**src/rtl/seq_detect_param.sv**
```systemverilog
`default_nettype none
// ============================================================================
//  Module      : seq_detect_param
//  Description : Parametrised serial bit-sequence detector. On each edge with
//                seq_vld high it samples one bit of seq and compares the most
//                recent PAT_W samples against PATTERN. On a match it raises
//                dout for one cycle. Detection can be overlapping or
//                non-overlapping (OVERLAP). An edge with seq_vld low is a
//                bubble: the detector state holds.
//  Options     : define SEQ_DET_MATCH_CNT_EN to build the saturating match
//                counter. Without it, match_cnt is tied to zero.
//  Revision    : 1.0 - initial release
// ============================================================================
module seq_detect_param #(
    parameter int               PAT_W   = 4,
    parameter logic [PAT_W-1:0] PATTERN = 4'b1011,
    parameter bit               OVERLAP = 1'b1,
    parameter int               CNT_W   = 8
) (
    input  logic             clk,
    input  logic             rst,
    input  logic             seq,
    input  logic             seq_vld,
    output logic             dout,
    output logic [CNT_W-1:0] match_cnt
);

    localparam int                c_FILL_W = $clog2(PAT_W + 1);
    localparam logic [c_FILL_W-1:0] c_FULL = c_FILL_W'(PAT_W);

    logic [PAT_W-1:0]    r_hist;
    logic [c_FILL_W-1:0] r_fill;
    logic                r_dout;

    logic [PAT_W-1:0]    w_hist_n;
    logic [c_FILL_W-1:0] w_fill_n;
    logic                w_match_n;

    // Next-state: shift in a qualified bit, count valid bits up to PAT_W, and
    // flag a match only once a full window of qualified bits is present.
    always_comb begin
        w_hist_n  = r_hist;
        w_fill_n  = r_fill;
        w_match_n = 1'b0;
        if (seq_vld) begin
            w_hist_n  = {r_hist[PAT_W-2:0], seq};
            w_fill_n  = (r_fill == c_FULL) ? c_FULL : r_fill + 1'b1;
            w_match_n = (w_fill_n == c_FULL) && (w_hist_n == PATTERN);
        end
    end

    // State register: non-overlapping mode empties the window after a match.
    always_ff @(posedge clk) begin
        if (rst) begin
            r_hist <= '0;
            r_fill <= '0;
            r_dout <= 1'b0;
        end else begin
            r_hist <= w_hist_n;
            r_fill <= (w_match_n && !OVERLAP) ? '0 : w_fill_n;
            r_dout <= w_match_n;
        end
    end

    // Output: registered one-cycle match pulse.
    always_comb begin
        dout = r_dout;
    end

`ifdef SEQ_DET_MATCH_CNT_EN
    localparam logic [CNT_W-1:0] c_CNT_MAX = {CNT_W{1'b1}};

    logic [CNT_W-1:0] r_cnt;

    // Match counter updates on the same edge as dout and sticks at all-ones.
    always_ff @(posedge clk) begin
        if (rst) begin
            r_cnt <= '0;
        end else if (w_match_n && (r_cnt != c_CNT_MAX)) begin
            r_cnt <= r_cnt + 1'b1;
        end
    end

    // Expose the counter.
    always_comb begin
        match_cnt = r_cnt;
    end
`else
    // Counter not built: port kept, driven to zero.
    always_comb begin
        match_cnt = '0;
    end
`endif

endmodule
`default_nettype wire

```
**config.mk**
```make
export PLATFORM = sky130hd
export DESIGN_NAME = seq_detect_param
export DESIGN_NICKNAME = d
export VERILOG_FILES = /design/src/rtl/seq_detect_param.sv
export SDC_FILE = /design/constraint.sdc
export NUM_CORES = 1
export LEC_CHECK = 0
export CAP_MARGIN = 0
export CORE_AREA = 2 2 39 41
export CTS_CLUSTER_DIAMETER = 80
export DETAILED_ROUTE_END_ITERATION = 8
export DIE_AREA = 0 0 41 43
export GPL_ROUTABILITY_DRIVEN = 0
export MAX_ROUTING_LAYER = met4
export PLACE_DENSITY_LB_ADDON = 0.08
export SLEW_MARGIN = 0
export SYNTH_ARGS = -nofsm -noshare
export SYNTH_HDL_FRONTEND = slang
export SYNTH_SLANG_ARGS = --single-unit
```
**constraint.sdc**
```tcl
create_clock -name clk -period 1.4 [get_ports clk]
set_clock_uncertainty 0.05 [all_clocks]
set_input_delay 0.14 -clock clk [delete_from_list [all_inputs] [get_ports clk]]
set_output_delay 0.14 -clock clk [all_outputs]
set_load 0.01 [all_outputs]
```
# --- After elaboration in Yosys (flattened, before gate mapping) ---
# Index checks and enable logic that the tools add are counted.
totals:
  reg_bits: 7
  input_bits: 4
  out_inout_bits: 9
  wordCells: 11
op_classes:
  n_addsub: 1
  n_eq_ne: 3
  n_mux: 1
  bitwise: 1
  reduce_logical: 2
op_table:
  columns: ["cell", "count"]
  rows:
  - ["$eq A3 B3 Y1 const B", 2]
  - ["$eq A4 B4 Y1 const B", 1]
  - ["$add A3 B1 Y3 const B", 1]
  - ["$mux W3", 1]
  - ["$reduce_or A2 Y1", 1]
  - ["$logic_and A1 B1 Y1", 1]
  - ["$not A1 Y1", 1]

# --- Logic depth before layout (Yosys ltp) ---
# Gate-level depths: netlist of run 1.
depth:
  ltp_word: 4
  depth_mapped: 5
  ltp_nobuf: 5

# --- Least setup slack after synthesis of run 1 ---
# Ideal clock, no wire load.
synth_timing:
  path_kind: "register -> register"
  startpoint: "reg r_fill[0]"
  endpoint: "reg r_dout (netlist: dout)"
  setup_ns: 0.060
  arrival_ns: 1.093
  t_required_ns: 1.290
  setup_slack_ns: 0.197
  stages_incl_launch_ff: 5
  path_buffers: 0
  synth_period_minus_slack_ns: 1.203
  cell_sequence: "dfxtp_1 > inv_1 > ha_1 > nor4bb_1 > and3_1"
synth_via:
  elab_chain_cells: 4
  word_cells_on_any_way: 5
  classes_between: "add/sub (1); eq/ne (2); mux (1); reduce/logical (1)"
synth_lines:
  columns: ["item", "line", "rtl"]
  rows:
  - ["start: declaration", "32", "logic [c_FILL_W-1:0] r_fill;"]
  - ["start signal: assignment", "60", "r_fill <= (w_match_n && !OVERLAP) ? '0 : w_fill_n;"]
  - ["$add A3 B1 Y3 / $eq A3 B3 Y1 (equally long branches)", "47", "w_fill_n = (r_fill == c_FULL) ? c_FULL : r_fill + 1'b1;"]
  - ["$mux W3 (*)", "47", null]
  - ["$eq A3 B3 Y1 (*)", "48", "w_match_n = (w_fill_n == c_FULL) && (w_hist_n == PATTERN);"]
  - ["$logic_and A1 B1 Y1 (*)", "48", null]
  - ["end signal: assignment", "61", "r_dout <= w_match_n;"]
  - ["end: declaration", "33", "logic r_dout;"]
# Every way passes the cells marked *; elsewhere a longest branch is shown, timed or not.
# A chain may end at the register's enable or synchronous reset.

# --- Final worst setup path of run 1 ---
# Ends and elaborated chain as after synthesis.

==> results of run 1 <==
==> power groups by stage <==
| stage | Combinational, uW | Clock, uW | Sequential [uW] |
|---|---|---|---|
| 6_report | 54.3 | 182 | 215 |
| 4_1_cts | 54.7 | 197 | 215 |
| 5_1_grt | 63.1 | 211 | 217 |
| 3_3_place_gp | 54.5 | 0 | 220 |
| 3_5_place_dp | 54.4 | 0 | 220 |
| 2_1_floorplan | 57.3 | 0 | 218 |
==> path summary, 6_finish.rpt <==
path                          start                     end  slack, ps  cells after the start
min                             seq  r_hist[0]$_SDFFE_PP0P_        430                      3
max reg2reg  r_fill[0]$_SDFFE_PP0P_         dout$_SDFF_PP0_        110                      4
max          r_fill[0]$_SDFFE_PP0P_         dout$_SDFF_PP0_        110                      4
min reg2reg  r_hist[0]$_SDFFE_PP0P_  r_hist[0]$_SDFFE_PP0P_        440                      2
==> synthesized netlist by cell type <==
cell,count
buf_4,9
dfxtp_1,7
a21oi_1,5
nor2_1,5
mux2i_1,4
ha_1,2
inv_1,2
nand2b_1,2
a311oi_1,1
and2b_1,1
and3_1,1
conb_1,1
nand2_1,1
nor4bb_1,1
==> worst max-delay path, cell delays in order, from the launching register on <==
cell	delay, ps
dfxtp_1	400
inv_1	60
ha_1	300
nor4bb_1	250
and3_1	180
==> flip-flops by register name, indices dropped and copies added (netlist names) <==
name and flops:
r_hist 3, r_fill 3, dout 1
==> cell type report <==
| class | instances | area share, % |
|---|---|---|
| Clock buffer | 4 | 6.231 |
| Inverter | 2 | 1.780 |
| Multi-Input combinational cell | 31 | 44.51 |
| Sequential cell | 7 | 33.23 |
| Tap cell | 16 | 4.748 |
| Timing Repair Buffer | 4 | 9.496 |
==> routing by layer <==
layer / part of all wire [%] / wire [um]
met1: 48 / 259
met4: 0 / 0
met3: 6.1 / 33
met2: 46 / 247
met5: 0 / 0
==> kinds of logic (layout without fill, tap and decap cells) <==
| kind of cell | count (synthesis) | count (layout) | synth area share [%] |
|---|---|---|---|
| adder cells (fa/ha/maj) | 2 | 2 | 6.643 |
| buffers and inverters | 11 | 10 | 19.93 |
| multiplexers | 4 | 4 | 10.63 |
| AND/OR/NAND/NOR | 11 | 11 | 15.62 |
| AO/OA/AOI/OAI | 6 | 6 | 8.969 |
| other | 1 | 8 | 0.9957 |
| flip-flops | 7 | 7 | 37.21 |
==> through the flow <==
| step | instances | utilization, % | instance area (sq um) | setup WS [ps] |
|---|---|---|---|---|
| finish | 64 | 30.47 | 421.7 | 111.4 |
| global placement | 60 | 28.57 | 395.4 | 72.37 |
| CTS | 64 | 30.47 | 421.7 | 104.5 |
| floorplan | 49 | - | 402.9 | 197.4 |
| detailed placement | 60 | 28.57 | 395.4 | 45.54 |
| global route | 64 | 30.47 | 421.7 | 69.90 |
==> results.toml, run 1 <==
[run_status]
outcome = "finished, final reports clean"

[place]
portBuffers = 4
dpl.hpwl_um = 431.1

[timing]
rsz0062_at_grt = "no"
finalCriticalPeriod_ps = 1289
setup_tns_ps = 0
hold_viol = 0
holdWs_ps = 429.9
slew_viol_final = 0
fin_crit_sh_pct = 92.04
max_freq_mhz = 776.0
finalSetupViolCount = 0

[global_route]
first_global_vias = 218
grt_util_met1_pct = 9.091
grt_remaining_overflow = 0
track_usage_pct = 8.875
busiest_layer = "met2"
grt_pass1_wl_um = 924
gr-usage-met3_pct = 7.853
antenna_found_initial = 0
grt_max_degree = 9
use_met2_pct = 11.56

[die]
core-area_sq_um = 1384
ios = 13
die_h_um = 43
initial_core_util_pct = 27.22
placementRows = 14
die_area_sq_um = 1763
die_w_um = 41

[worst_setup_path]
end_kind = "flop"
crit_type = "reg -> reg"
cp_max_fo = 6
worstPathRequired_ps = 1550
arrival_ps = 1440
crit_path_start_kind = "flop"

[drt]
vias = 265
wl_um = 540
routed_via_density = 4.141
drt-initial-drc-count = 4
drc = 0
wl_per_cell_um = 8.438
drtAntennaViolNets = 0
drt_pass1_iterations = 4

[power]
power_frac_clock_pct = 40.3
p_int_uw = 340.7
ir_drop_uv = 613.6
leakage_uw = 0.0001919
total_power_uw = 452.1
pwr-share-seq_pct = 47.7
p_sw_uw = 111.4
pwr-share-comb_pct = 12.0
switching_share_pct = 24.65
powerDensity_nw_per_um2 = 1072

[layout]
n_antenna_cell = 0
fin_nets = 55
drive_gt1_share_pct = 6.250
syn_to_final_growth_pct = 11.96
regArea_sq_um = 140.1
fillCellCount = 149
multi_input_area_sq_um = 187.7
most-common-layout-cells = "conb_1 (8), dfxtp_1 (7), nor2_1 (5), a21oi_1 (5)"
final_common_cell = "conb_1"

[synth]
syn_inst = 42
avgSynthCellArea_sq_um = 8.967
netlist-cell-type-count = 14
yosysTopAreaCellShare_pct = 37.21
synth.largest_area_cell = "dfxtp_1"
yosys_warnings = 0
ys_seq_area_share_pct = 37.21
netlist_top_cells_area = "dfxtp_1 (37%), buf_4 (18%), mux2i_1 (11%), a21oi_1 (6.6%), ha_1 (6.6%)"
synth.cell_area_sq_um = 376.6
ys_ff_latch = 7

[hold_path]
hold_class = "in -> reg"

[clocking]
cts_buffers = 3
path_clk_slew_ps = 50
clk_path_buf_depth = 2
cts_root_buf = "clkbuf_4"
cts_setup_buffers = 0
cts_hold_buf = 0
cts.sinks = 7
tritoncts = "yes"
cts_resized = 0
h-tree-depth = 1
clkLatencyLatePin_ps = 250

[flow_run]
cap_violations = 0
Note: power is estimated with default switching activity, not from simulation.
==> run 2, diff against run 1 <==
Settings changed: CAP_MARGIN 0 to not set.
==> results of run 2 <==
Final layout, timing and power as in run 1 (identical DEF).
